File: config.mk
export PLATFORM = sky130hd
export DESIGN_NAME = tdm_demux
export DESIGN_NICKNAME = d
export VERILOG_FILES = /design/src/rtl/tdm_pkg.sv /design/src/rtl/tdm_slot_fsm.sv /design/src/rtl/tdm_demux.sv
export SDC_FILE = /design/constraint.sdc
export NUM_CORES = 1
export LEC_CHECK = 0
export CAP_MARGIN = 10
export CELL_PAD_IN_SITES_DETAIL_PLACEMENT = 0
export CELL_PAD_IN_SITES_GLOBAL_PLACEMENT = 1
export CORE_AREA = 3 3 48 72
export CTS_CLUSTER_DIAMETER = 80
export CTS_CLUSTER_SIZE = 14
export DETAILED_ROUTE_END_ITERATION = 16
export DIE_AREA = 0 0 51 75
export GPL_ROUTABILITY_DRIVEN = 0
export GPL_TIMING_DRIVEN = 0
export PLACE_DENSITY_LB_ADDON = 0.1
export REMOVE_ABC_BUFFERS = 1
export SETUP_SLACK_MARGIN = 0.15
export SLEW_MARGIN = 20
export SYNTH_ARGS = -nofsm -noshare
export SYNTH_HDL_FRONTEND = slang
export SYNTH_SLANG_ARGS = --single-unit
File: constraint.sdc
create_clock -name clk -period 4.2 [get_ports clk]
set_input_delay 0.84 -clock clk [delete_from_list [all_inputs] [get_ports clk]]
set_output_delay 0.84 -clock clk [all_outputs]
set_load 0.03 [all_outputs]
File: src/rtl/tdm_pkg.sv
// Shared types and constants for the 4-slot TDM demultiplexer.
package tdm_pkg;

   typedef enum logic {
      HUNT   = 1'b0,
      LOCKED = 1'b1
   } tdm_state_t;

   localparam int NUM_SLOTS = 4;
   localparam int SLOT_W    = 2;

   localparam logic [SLOT_W-1:0] FIRST_SLOT = '0;
   localparam logic [SLOT_W-1:0] LAST_SLOT  = SLOT_W'(NUM_SLOTS - 1);

endpackage

File: src/rtl/tdm_slot_fsm.sv
// Frame-alignment FSM: tracks the slot position, flags framing violations and
// issues the write strobes used by the data registers in tdm_demux.
//
//   state  | meaning
//   -------+-------------------------------------------------------------
//   HUNT   | no frame alignment; non-sync beats are dropped silently
//   LOCKED | aligned; slot counts the position of the next beat in frame
module tdm_slot_fsm
   import tdm_pkg::*;
#(
   parameter int ERR_W = 8
) (
   input  logic              clk,
   input  logic              rst_n,
   input  logic              din_valid,
   input  logic              sync,
   output logic              hold_we,
   output logic [SLOT_W-1:0] hold_sel,
   output logic              out_we,
   output logic              locked,
   output logic              sync_err,
   output logic [ERR_W-1:0]  err_cnt
);

   tdm_state_t        state_q, state_d;
   logic [SLOT_W-1:0] slot_q, slot_d;
   logic              err_d;

   always_ff @(posedge clk or negedge rst_n) begin
      if (!rst_n) begin
         state_q  <= HUNT;
         slot_q   <= FIRST_SLOT;
         locked   <= 1'b0;
         sync_err <= 1'b0;
         err_cnt  <= '0;
      end else begin
         state_q  <= state_d;
         slot_q   <= slot_d;
         locked   <= (state_d == LOCKED);
         sync_err <= err_d;
         if (err_d && (err_cnt != '1))
            err_cnt <= err_cnt + 1'b1;
      end
   end

   always_comb begin
      state_d  = state_q;
      slot_d   = slot_q;
      err_d    = 1'b0;
      hold_we  = 1'b0;
      hold_sel = slot_q;
      out_we   = 1'b0;
      if (din_valid) begin
         unique case (state_q)
            HUNT: begin
               if (sync) begin
                  hold_we  = 1'b1;
                  hold_sel = FIRST_SLOT;
                  slot_d   = FIRST_SLOT + 1'b1;
                  state_d  = LOCKED;
               end
            end
            LOCKED: begin
               if (slot_q == FIRST_SLOT) begin
                  if (sync) begin
                     hold_we  = 1'b1;
                     hold_sel = FIRST_SLOT;
                     slot_d   = FIRST_SLOT + 1'b1;
                  end else begin
                     err_d   = 1'b1;
                     slot_d  = FIRST_SLOT;
                     state_d = HUNT;
                  end
               end else if (sync) begin
                  // Early sync: abandon the partial frame and restart on this beat.
                  err_d    = 1'b1;
                  hold_we  = 1'b1;
                  hold_sel = FIRST_SLOT;
                  slot_d   = FIRST_SLOT + 1'b1;
               end else if (slot_q == LAST_SLOT) begin
                  out_we = 1'b1;
                  slot_d = FIRST_SLOT;
               end else begin
                  hold_we = 1'b1;
                  slot_d  = slot_q + 1'b1;
               end
            end
            default: begin
               state_d = HUNT;
               slot_d  = FIRST_SLOT;
            end
         endcase
      end
   end

endmodule

File: src/rtl/tdm_demux.sv
// 4-slot TDM demultiplexer: collects slots 0..2 in holding registers and
// publishes the whole frame on the slot-3 beat.
module tdm_demux
   import tdm_pkg::*;
#(
   parameter int WIDTH = 1,
   parameter int ERR_W = 8
) (
   input  logic             clk,
   input  logic             rst_n,
   input  logic [WIDTH-1:0] din,
   input  logic             din_valid,
   input  logic             sync,
   output logic [WIDTH-1:0] out0,
   output logic [WIDTH-1:0] out1,
   output logic [WIDTH-1:0] out2,
   output logic [WIDTH-1:0] out3,
   output logic             frame_valid,
   output logic             locked,
   output logic             sync_err,
   output logic [ERR_W-1:0] err_cnt
);

   logic              hold_we;
   logic [SLOT_W-1:0] hold_sel;
   logic              out_we;
   logic [WIDTH-1:0]  hold0, hold1, hold2;

   tdm_slot_fsm #(
      .ERR_W (ERR_W)
   ) u_slot_fsm (
      .clk       (clk),
      .rst_n     (rst_n),
      .din_valid (din_valid),
      .sync      (sync),
      .hold_we   (hold_we),
      .hold_sel  (hold_sel),
      .out_we    (out_we),
      .locked    (locked),
      .sync_err  (sync_err),
      .err_cnt   (err_cnt)
   );

   always_ff @(posedge clk or negedge rst_n) begin
      if (!rst_n) begin
         hold0 <= '0;
         hold1 <= '0;
         hold2 <= '0;
      end else if (hold_we) begin
         case (hold_sel)
            2'd0:    hold0 <= din;
            2'd1:    hold1 <= din;
            2'd2:    hold2 <= din;
            default: ;
         endcase
      end
   end

   always_ff @(posedge clk or negedge rst_n) begin
      if (!rst_n) begin
         out0        <= '0;
         out1        <= '0;
         out2        <= '0;
         out3        <= '0;
         frame_valid <= 1'b0;
      end else begin
         frame_valid <= out_we;
         if (out_we) begin
            out0 <= hold0;
            out1 <= hold1;
            out2 <= hold2;
            out3 <= din;
         end
      end
   end

endmodule
Yosys cells after proc, flatten, opt, wreduce, memory -nomap -nowiden
Index checks and enable logic that the tools add are counted.
{ "word_totals": {"mem_bits_ro": 0, "in_bits": 5, "reg_bits": 20, "ram_bits": 0, "latch_bits": 0, "memories": 0, "wordCells": 52, "output_inout_bits": 15} }
{ "classes": {"eq_ne": 5, "mux": 25, "reduce_logical": 7, "n_shift": 0, "n_addsub": 2, "n_div": 0, "multipliers": 0, "bitwise": 1, "n_lt_le_gt_ge": 0} }
{ "op_table": {"columns": ["operator", "count"], "rows": [
  ["1-bit two-way mux", 16],
  ["2-bit two-way mux", 6],
  ["8-bit by 1-bit adder with 8-bit output (second input constant)", 1],
  ["8-bit != test (second input constant)", 1],
  ["2-bit AND reduction", 4],
  ["2-bit == test (second input constant)", 2],
  ["2-bit zero test", 2],
  ["1-bit case mux with 2 select lines", 2],
  ["2-bit case mux with 2 select lines", 1],
  ["2-bit by 1-bit adder with 2-bit output (second input constant)", 1],
  ["2-bit by 1-bit == test with 1-bit output (second input constant)", 1],
  ["2-bit != test (second input constant)", 1],
  ["1-bit logical AND", 1],
  ["1-bit inverter", 1]
]} }

Depth between registers and ports, before layout
Gate-level depths: netlist of run 1.
{ "depth": {"depth_word": 7, "ltp_mapped": 8, "mapped_depth_nobuf": 7} }

Hierarchy
Synthesis of run 1 repeated with hierarchy kept, for this count alone.
{ "hier_totals": {"hier_cells": 79, "area_unflattened_um2": 960.9} }
{ "modules_own_cells": {"columns": ["mod", "area_each_um2", "cells_each", "seq_area_each_um2", "instances"], "rows": [
  ["tdm_slot_fsm", 654.4, 61, 300.3, 1],
  ["tdm_demux", 306.5, 18, 200.2, 1]
]} }

Least setup slack after synthesis of run 1
Ideal clock, no wire load.
{ "synth_path": {"path_type": "input-to-reg", "startpoint": "input sync", "endpoint": "register u_slot_fsm.err_cnt[7]", "slack_ns": 1.969, "setup_ns": 0.125, "cell_stages": 7, "n_path_buf": 1, "required_time_ns": 4.075, "t_arrival_ns": 2.106, "cell_sequence": "inv_1 ha_1 and3b_1 buf_6 nand4_4 nor3_2 mux2_2"} }
{ "synth_via": {"elab_chain_len": 5, "elab_cells_between_ends": 6, "cone_classes": "mux (5); reduce/logical (1)"} }
{ "synth_lines": {"columns": ["item", "line_no", "source"], "rows": [
  ["start, declared", "tdm_demux.sv:13", "input logic sync,"],
  ["1-bit two-way mux, on equally long branches", "tdm_slot_fsm.sv:74, tdm_slot_fsm.sv:65", null],
  ["1-bit two-way mux (*)", "tdm_slot_fsm.sv:64", "if (slot_q == FIRST_SLOT) begin"],
  ["1-bit two-way mux (*)", "tdm_slot_fsm.sv:54", "unique case (state_q)"],
  ["1-bit two-way mux (*)", "tdm_slot_fsm.sv:53", "if (din_valid) begin"],
  ["named net u_slot_fsm.err_d", "tdm_slot_fsm.sv:27", "logic err_d;"],
  ["1-bit logical AND (*)", "tdm_slot_fsm.sv:41", "if (err_d && (err_cnt != '1))"],
  ["end signal, assigned", "tdm_slot_fsm.sv:42", "err_cnt <= err_cnt + 1'b1;"],
  ["end, declared", "tdm_slot_fsm.sv:22", "output logic [ERR_W-1:0] err_cnt"]
]} }
Mark *: on every way through the listed nets, which the timed path passes. The rest lies on a longest branch.
A chain may end at the register's enable or synchronous reset.

Final worst setup path of run 1
{ "layout_path": {"startpoint": "input sync", "endpoint": "register u_slot_fsm.err_cnt[7]"} }
{ "layout_via": {"elab_chain_len": 5, "elab_cells_between_ends": 6, "cone_classes": "mux (5); reduce/logical (1)"} }
{ "layout_lines": {"columns": ["item", "line_no"], "rows": [
  ["1-bit two-way mux, on equally long branches", "tdm_slot_fsm.sv:74, tdm_slot_fsm.sv:65"],
  ["1-bit two-way mux (*)", "tdm_slot_fsm.sv:64"],
  ["1-bit two-way mux (*)", "tdm_slot_fsm.sv:54"],
  ["1-bit two-way mux (*)", "tdm_slot_fsm.sv:53"],
  ["1-bit logical AND (*)", "tdm_slot_fsm.sv:41"]
]} }
Mark *: on every way between the ends. The rest lies on a longest branch, timed or not.

==> results of run 1 <==
[cells in the final DEF, fill, tap and decap left out]
| cell type | count |
|---|---|
| ha_1 | 6 |
| nand2_1 | 8 |
| clkdlybuf4s50_1 | 19 |
| mux2_2 | 11 |
| xnor2_1 | 3 |
| a31oi_1 | 1 |
| nor2_1 | 6 |
| o21ai_0 | 1 |
| nand3_1 | 4 |
| dfrtp_1 | 20 |
| o32a_1 | 1 |
| and3_2 | 2 |
| inv_1 | 6 |
| and3b_1 | 1 |
| o21ai_2 | 1 |
| o21bai_1 | 1 |
| bufinv_16 | 1 |
| or3_4 | 1 |
| nand4_4 | 1 |
| o22ai_1 | 2 |
| a21oi_1 | 5 |
| nor3_2 | 2 |
| clkbuf_8 | 3 |
| nand2b_1 | 1 |
| a32oi_1 | 1 |
[final cells by class]
cell class	count	area (um2)
fillers	304	1620
repair buffers	19	190
clock buffers	3	41.3
inverters	6	22.5
well taps	39	48.8
multi-input cells	59	464
clock inverters	1	30.0
flip-flops and latches	20	500
[power by group]
group          switching, W  internal (W)
sequential        0.0000733      0.000264
clock             0.0000638      0.000127
combinational      0.000221      0.000184
[critical path: stages]
cell,delay (ns)
clkdlybuf4s50_1,0.61
inv_1,0.10
ha_1,0.29
and3b_1,0.41
nand4_4,0.15
nor3_2,0.21
mux2_2,0.34
[metal layers]
layer  vias up  part of all wire  global-route usage
met5         -                 0                   0
met1       351              0.40               0.125
met4         0             0.020              0.0808
li1        343                 -                   -
met3         4             0.035              0.0198
met2        13              0.54               0.225
[Yosys cell counts]
library cell and instances:
o22ai_1 2, a21oi_1 5, inv_1 6, and3b_1 1, o21bai_1 1, or3_4 1, nand3_1 4, o32a_1 1
nor2_1 6, o21ai_0 1, a32oi_1 1, buf_6 1, mux2_2 11, nor3_2 2, nand2b_1 1, dfrtp_1 20
ha_1 6, o21ai_2 1, nand4_4 1, xnor2_1 3, and3_2 2, a31oi_1 1, nand2_1 8
[path summary, 6_finish.rpt]
kind / from / endpoint / slack (ns)
min: u_slot_fsm.err_cnt[4] / u_slot_fsm.err_cnt[4] / 0.51
min reg2reg: u_slot_fsm.err_cnt[4] / u_slot_fsm.err_cnt[4] / 0.51
max: sync / u_slot_fsm.err_cnt[7] / 1.40
max in group asynchronous: rst_n / u_slot_fsm.err_cnt[4] / 2.55
max reg2reg: u_slot_fsm.slot_q[0] / u_slot_fsm.err_cnt[7] / 1.91
min in group asynchronous: rst_n / u_slot_fsm.err_cnt[5] / 1.09
[logic make-up (layout without fill, tap and decap cells)]
logic type,Yosys count,in the layout
fa+ha+maj,6,6
buf+inv,7,29
mux,11,11
flops,20,20
xor+xnor,3,3
compound gates,13,13
simple gates,26,26
[stage by stage]
stage	cells	power, W	util	hold slack [ns]
2_1_floorplan	85	0.000594	-	0.475
3_3_place_gp	143	0.000743	0.421	0.488
3_5_place_dp	143	0.000753	0.421	0.490
4_1_cts	147	0.000948	0.445	0.512
5_1_grt	147	0.00100	0.445	0.529
6_report	147	0.000933	0.445	0.507
==> flow_metrics.env, run 1 <==
export IMPL_status="completed"
export IMPL_setup_violations=0
export IMPL_ant_nets=0
export IMPL_core_region_area_um2=2910
export IMPL_areaGrowthSynthToFinish_pct=29.9
export IMPL_post_synth_top_area_cell="dfrtp_1"
export IMPL_netlist_cell_type_count=23
export IMPL_largest_register="u_slot_fsm.err_cnt"
export IMPL_skew_ns=0.00752
export IMPL_clock_sinks=20
export IMPL_holdPathStages=1
export IMPL_fin_crit_ns=2.80
export IMPL_timing_slew_headroom=0.391
export IMPL_synth_simple_area_share=0.155
export IMPL_dr_pass1_iters=2
export IMPL_final_cell_area_um2=1300
export IMPL_period_share=0.668
export IMPL_cts_reportedPaths_clkPinSlew_ns=0.08
export IMPL_synth_top_area_frac=0.501
export IMPL_fp_dieW_um=51
export IMPL_maxCapViolCount=0
export IMPL_first_global_vias=774
export IMPL_cts_max_level=1
export IMPL_hpwl_um=1430
export IMPL_wl_um=1890
export IMPL_rsz0062_at_grt="no"
export IMPL_clkLatencyLatePin_ns=0.26
export IMPL_syn_inst=86
export IMPL_maxSlewViolCount=0
export IMPL_via_per_inst=4.84
export IMPL_ctsHoldBuffers=0
export IMPL_wire_per_inst_um=12.8
export IMPL_p_leak_nw=0.567
export IMPL_synth_mux_area_frac=0.124
export IMPL_hold_violations=0
export IMPL_setup_ws_ns=1.40
export IMPL_drt_iter0_drc=7
export IMPL_post_cts_buffers=0
export IMPL_cts_made_buffers=3
export IMPL_diodes=0
export IMPL_reg_top3="u_slot_fsm.err_cnt x8, u_slot_fsm.slot_q x2"
export IMPL_rr_worst_depth=7
export IMPL_die_area_um2=3830
export IMPL_cp_end_kind="flop"
export IMPL_synth_compound_area_frac=0.0840
export IMPL_cts_resized_gates=0
export IMPL_nets=120
export IMPL_crit_path_max_fanout=7
export IMPL_hp_class="flop to flop"
export IMPL_drive_above_1_share=0.204
export IMPL_synth_top_family_by_area="simple AND/OR/NAND/NOR gates"
export IMPL_synth_xor_area_frac=0.0263
export IMPL_syn_avg_cell_area_um2=11.6
export IMPL_synth_seq_cells=20
export IMPL_die_height_um=75
export IMPL_yosysWarnings=0
export IMPL_vias=711
export IMPL_power_density_nw_per_um2=719
export IMPL_grt_max_degree=21
export IMPL_place_area_um2=1230
export IMPL_std_cell_rows=24
export IMPL_cp_start_kind="input pin"
export IMPL_worst_slew_pin_slew_ns=0.910
export IMPL_grt_overflow_total=0
export IMPL_syn_area_um2=998
export IMPL_start_util=0.343
export IMPL_design_portCount=20
export IMPL_finalSetupTns_ns=0
export IMPL_path_class="input pin to flop"
export IMPL_grt_usage=0.122
export IMPL_grt_pass1_wl_um=3470
export IMPL_synthAdderAreaFrac=0.0752
export IMPL_drcViolationCount=0
export IMPL_crit_arrival_ns=2.95
export IMPL_antenna_found_initial=0
export IMPL_synth_seq_area_share=0.501
export IMPL_cts_root_buf="clkbuf_8"
export IMPL_largest_register_ffs=8
export IMPL_synthTopCellsByArea="dfrtp_1 (50%), mux2_2 (12%), ha_1 (7.5%), nand2_1 (3.0%), xnor2_1 (2.6%)"
export IMPL_ir_drop_mv=0.253
export IMPL_place_ws_ns=1.10
export IMPL_timing_fmax_mhz=357
export IMPL_cts_tree="built"
export IMPL_cts_buffer_depth=2
export IMPL_io_buffers=19
export IMPL_required_ns=4.35
No activity file was read; power rests on OpenSTA's default activity.
==> run 2: changes to the inputs <==
- clock period: 4.2 -> 2.6 ns (I/O delays scaled with it)
==> run 2 against run 1 <==
  * Sequential power up 62%
  * Critical path depth unchanged
  * Flip-flop and latch count unchanged
  * Non-clock buffer count unchanged
  * Largest cell class unchanged
  * Setup slack got worse by 1.0 ns
  * Utilization is 0.13 points higher
  * Global-route usage stayed put
  * Combinational power is 62% higher
  * Die area unchanged
  * Largest power group unchanged
  * Hold slack about the same
==> flow_metrics.env, run 2 (synthesis gave the netlist of run 1 again) <==
export IMPL_status="completed"
export IMPL_ir_drop_mv=0.414
export IMPL_pwr_share_comb=0.435
export IMPL_areaGrowthSynthToFinish_pct=30.3
export IMPL_maxSlewViolCount=0
export IMPL_wire_per_inst_um=12.9
export IMPL_drcViolationCount=0
export IMPL_antenna_found_initial=0
export IMPL_power_density_nw_per_um2=1160
export IMPL_grt_overflow_total=0
export IMPL_path_class="flop to flop"
export IMPL_nets=120
export IMPL_diodes=0
export IMPL_clkLatencyLatePin_ns=0.26
export IMPL_hold_violations=0
export IMPL_io_buffers=19
export IMPL_clock_sinks=20
export IMPL_die_height_um=75
export IMPL_drive_above_1_share=0.213
export IMPL_reg_top3="u_slot_fsm.err_cnt x8, u_slot_fsm.slot_q x2"
export IMPL_grt_pass1_wl_um=3470
export IMPL_pwr_share_clk=0.204
export IMPL_std_cell_rows=24
export IMPL_via_per_inst=4.81
export IMPL_path_delay_family="simple AND/OR/NAND/NOR gates"
export IMPL_die_area_um2=3830
export IMPL_first_global_vias=775
export IMPL_layout_area_seq_um2=500
export IMPL_maxCapViolCount=0
export IMPL_cts_made_buffers=3
export IMPL_wl_um=1900
export IMPL_skew_ns=0.00737
export IMPL_netSwitchingPower_w=0.000579
export IMPL_fp_dieW_um=51
export IMPL_hp_class="flop to flop"
export IMPL_cp_cell_sequence="inv_1, ha_1, ha_1, and3b_2, nand4_4, nor3_2, mux2_2"
export IMPL_start_util=0.343
export IMPL_ctsHoldBuffers=0
export IMPL_grt_usage=0.122
export IMPL_layout_common_cells="dfrtp_1 (20), clkdlybuf4s50_1 (18), mux2_2 (11)"
export IMPL_core_region_area_um2=2910
export IMPL_post_route_util=0.447
export IMPL_cts_reportedPaths_clkPinSlew_ns=0.08
export IMPL_cts_max_level=1
export IMPL_worst_slew_pin_slew_ns=0.907
export IMPL_ant_nets=0
export IMPL_vias=707
export IMPL_fill_cells=302
export IMPL_worst_path_buf_inv=1
export IMPL_internal_power_w=0.000930
export IMPL_design_portCount=20
export IMPL_hpwl_um=1430
export IMPL_grt_max_degree=21
export IMPL_cts_tree="built"
export IMPL_dr_pass1_iters=2
export IMPL_fin_crit_ns=2.21
export IMPL_cpMostUsedCell="ha_1"
export IMPL_setup_violations=0
export IMPL_critPathSlowestCell="dfrtp_1"
export IMPL_crit_path_max_fanout=7
export IMPL_cts_buffer_depth=2
export IMPL_crit_arrival_ns=2.36
export IMPL_swShare=0.384
export IMPL_cp_start_kind="flop"
export IMPL_drt_iter0_drc=6
export IMPL_timing_slew_headroom=0.393
export IMPL_period_share=0.849
export IMPL_rsz0062_at_grt="no"
export IMPL_max_stage_delay_ns=0.46
export IMPL_finalSetupTns_ns=0
export IMPL_timing_fmax_mhz=453
export IMPL_largest_register="u_slot_fsm.err_cnt"
export IMPL_multi_input_area_um2=465
export IMPL_cp_end_kind="flop"
export IMPL_cts_root_buf="clkbuf_8"
export IMPL_post_cts_buffers=0
export IMPL_p_leak_nw=0.576
export IMPL_seqPwrFrac=0.361
export IMPL_largest_register_ffs=8
export IMPL_required_ns=2.75
export IMPL_final_common_cell="dfrtp_1"
-- run 2: cell count changes in the layout (fill, tap and decap cells not counted) --
cell	change
and3b_1	-1
and3b_2	+1
clkdlybuf4s50_1	-1
dlymetal6s2s_1	+1
-- run 2: layout make-up --
cell class,count,area share
clock buffer,3,0.0317
clock inverter,1,0.0231
inverter,6,0.0173
multi-input combinational,59,0.358
sequential,20,0.385
tap,39,0.0375
timing repair buffer,19,0.148
-- run 2: metrics by stage --
step           setup slack (ns)  power (W)  instance area [um2]  cells  hold WS (ns)
5_1_grt                   0.234    0.00162                 1300    147         0.529
2_1_floorplan             0.511   0.000960                  987     85         0.224
3_3_place_gp             -0.152    0.00120                 1230    143         0.488
6_report                  0.393    0.00151                 1300    147         0.507
3_5_place_dp             -0.178    0.00122                 1230    143         0.490
4_1_cts                   0.197    0.00153                 1300    147         0.512
-- run 2: metal layers --
layer / global-route usage / vias up / routed length (um)
met5: 0 / - / 0
met4: 0.0808 / 0 / 38
met3: 0.0198 / 4 / 67
met2: 0.225 / 13 / 1030
met1: 0.125 / 348 / 761
li1: - / 342 / -
-- run 2: power groups by stage --
stage / Clock (W) / Sequential, W / Combinational, W
2_1_floorplan: 0 / 0.000693 / 0.000267
6_report: 0.000309 / 0.000545 / 0.000656
3_3_place_gp: 0 / 0.000548 / 0.000652
3_5_place_dp: 0 / 0.000552 / 0.000665
5_1_grt: 0.000329 / 0.000568 / 0.000723
4_1_cts: 0.000318 / 0.000546 / 0.000669
-- run 2: repair_timing --
action	in CTS	in global routing
gates cloned	0	0
gates resized for setup	1	1
endpoints found under the setup margin	1	1
-- run 2: final timing paths --
kind,to,slack (ns),start,depth (start not counted)
setup / recovery,u_slot_fsm.err_cnt[7],0.39,u_slot_fsm.slot_q[0],7
hold / removal,u_slot_fsm.err_cnt[4],0.51,u_slot_fsm.err_cnt[4],1
setup reg to reg,u_slot_fsm.err_cnt[7],0.39,u_slot_fsm.slot_q[0],7
hold reg to reg,u_slot_fsm.err_cnt[4],0.51,u_slot_fsm.err_cnt[4],1
max in group asynchronous,u_slot_fsm.err_cnt[4],1.27,rst_n,1
min in group asynchronous,u_slot_fsm.err_cnt[5],0.77,rst_n,1
==> run 3: changes to the inputs <==
- clock period: 2.6 -> 2.29 ns (I/O delays scaled with it)
==> run 3 against run 2 <==
  * Non-clock buffer count up 3
  * Count of clock-buffer cells in the layout unchanged
  * Utilization rose by 1.0 points
  * Critical endpoint unchanged
==> flow_metrics.env, run 3 (synthesis gave the netlist of run 1 again) <==
export IMPL_hold_violations=0
export IMPL_antenna_found_initial=0
export IMPL_cts_root_buf="clkbuf_8"
export IMPL_ctsHoldBuffers=0
export IMPL_pwr_share_clk=0.200
export IMPL_reg_top3="u_slot_fsm.err_cnt x8, u_slot_fsm.slot_q x2"
export IMPL_power_density_nw_per_um2=1320
export IMPL_clock_sinks=20
export IMPL_period_share=0.892
export IMPL_maxSlewViolCount=0
export IMPL_vias=737
export IMPL_cp_cell_sequence="inv_1, ha_2, ha_1, and3b_2, nand4_4, nor3_4, mux2_2"
export IMPL_skew_ns=0.00680
export IMPL_crit_path_max_fanout=5
export IMPL_path_class="flop to flop"
export IMPL_largest_register="u_slot_fsm.err_cnt"
export IMPL_dp_cells=143
export IMPL_finalSetupTns_ns=0
export IMPL_rr_worst_depth=7
export IMPL_drcViolationCount=0
export IMPL_fp_dieW_um=51
export IMPL_fin_crit_ns=2.04
export IMPL_areaGrowthSynthToFinish_pct=33.3
export IMPL_hp_class="flop to flop"
export IMPL_grt_overflow_total=0
export IMPL_cts_tree="built"
export IMPL_cts_reportedPaths_clkPinSlew_ns=0.08
export IMPL_drt_iter0_drc=11
export IMPL_r2r_slack_ns=0.25
export IMPL_first_global_vias=782
export IMPL_largest_register_ffs=8
export IMPL_cts_made_buffers=3
export IMPL_hold_slack_ns=0.506
export IMPL_io_buffers=19
export IMPL_maxCapViolCount=0
export IMPL_netSwitchingPower_w=0.000674
export IMPL_swShare=0.382
export IMPL_core_region_area_um2=2910
export IMPL_std_cell_rows=24
export IMPL_rr_startpoint="u_slot_fsm.slot_q[1]"
export IMPL_cts_max_level=1
export IMPL_r2r_end="u_slot_fsm.err_cnt[7]"
export IMPL_cp_start_kind="flop"
export IMPL_critPathLaunch="u_slot_fsm.slot_q[1]"
export IMPL_seqPwrFrac=0.351
export IMPL_start_util=0.343
export IMPL_timing_slew_headroom=0.388
export IMPL_fin_cells=150
export IMPL_clkLatencyLatePin_ns=0.26
export IMPL_critPathSlowestCell="dfrtp_2"
export IMPL_die_height_um=75
export IMPL_layout_common_cells="dfrtp_1 (18), clkdlybuf4s50_1 (18), mux2_2 (11)"
export IMPL_design_portCount=20
export IMPL_ant_nets=0
export IMPL_nets=123
export IMPL_diodes=0
export IMPL_wire_per_inst_um=13.1
export IMPL_internal_power_w=0.00109
export IMPL_status="completed"
export IMPL_cp_end_kind="flop"
export IMPL_via_per_inst=4.91
export IMPL_cts_buffer_depth=2
export IMPL_rsz0062_at_grt="no"
export IMPL_pwr_share_comb=0.449
export IMPL_grt_max_degree=21
export IMPL_setup_violations=0
export IMPL_grt_pass1_wl_um=3490
export IMPL_crit_arrival_ns=2.19
export IMPL_grt_usage=0.123
export IMPL_max_stage_delay_ns=0.45
export IMPL_drive_above_1_share=0.261
export IMPL_worst_slew_pin_slew_ns=0.916
export IMPL_required_ns=2.44
export IMPL_post_route_util=0.457
export IMPL_p_leak_nw=0.594
export IMPL_ir_drop_mv=0.512
export IMPL_timing_fmax_mhz=490
export IMPL_hpwl_um=1430
export IMPL_endpoint="u_slot_fsm.err_cnt[7]"
export IMPL_dr_pass1_iters=2
export IMPL_die_area_um2=3830
export IMPL_wl_um=1970
## run 3: cell types whose count changed in the layout (fill, tap and decap cells not counted)
cell / before / now
buf_4: 0 / 3
dfrtp_1: 20 / 18
dfrtp_2: 0 / 2
dlygate4sd2_1: 0 / 1
dlymetal6s2s_1: 1 / 0
ha_1: 6 / 5
ha_2: 0 / 1
nor3_2: 2 / 1
nor3_4: 0 / 1
## run 3: worst min-delay path by stage
stage,start,endpoint,slack [ns],cells past startpoint
finish,u_slot_fsm.err_cnt[4],u_slot_fsm.err_cnt[4],0.51,1
global route,out3,out3,0.53,1
CTS,out3,out3,0.51,1
detailed placement,hold0,hold0,0.49,1
global placement,hold2,hold2,0.49,1
floorplan,rst_n,frame_valid,0.16,0
## run 3: through the flow
step | cell area (um2) | worst slack (ns) | power [W]
final | 1330 | 0.248 | 0.00176
after global placement | 1230 | -0.400 | 0.00136
after floorplan | 987 | 0.201 | 0.00109
after CTS | 1310 | 0.196 | 0.00175
after global routing | 1330 | 0.169 | 0.00189
after detailed placement | 1230 | -0.426 | 0.00138
## run 3: power groups by stage
stage | Sequential (W) | Combinational [W] | Clock, W
2_1_floorplan | 0.000787 | 0.000303 | 0
3_3_place_gp | 0.000622 | 0.000740 | 0
3_5_place_dp | 0.000627 | 0.000754 | 0
4_1_cts | 0.000622 | 0.000769 | 0.000361
5_1_grt | 0.000642 | 0.000871 | 0.000376
6_report | 0.000618 | 0.000791 | 0.000353
## run 3: layout make-up
class	count	area, um2
inverters	6	22.5
fillers	303	1580
flip-flops and latches	20	503
clock inverters	1	30.0
multi-input cells	59	474
clock buffers	3	41.3
repair buffers	22	211
well taps	39	48.8
## run 3: critical path: cells and delay by family, from the launching register on
| kind | cells | cell delay (ns) |
|---|---|---|
| buf+inv | 1 | 0.12 |
| fa+ha+maj | 2 | 0.42 |
| flops | 1 | 0.45 |
| simple gates | 3 | 0.60 |
| mux | 1 | 0.34 |
## run 3: routing by layer
metal / vias up / GRT usage / share of wire
met5: - / 0 / 0
met4: 0 / 0.0898 / 0.028
met3: 6 / 0.0198 / 0.035
met2: 15 / 0.222 / 0.54
met1: 366 / 0.127 / 0.40
li1: 350 / - / -
## run 3: repair_timing
action                                  CTS  global route
pin swaps                                 0             0
endpoints found under the setup margin    6             1
gates resized for setup                   3             3
setup buffers                             1             2
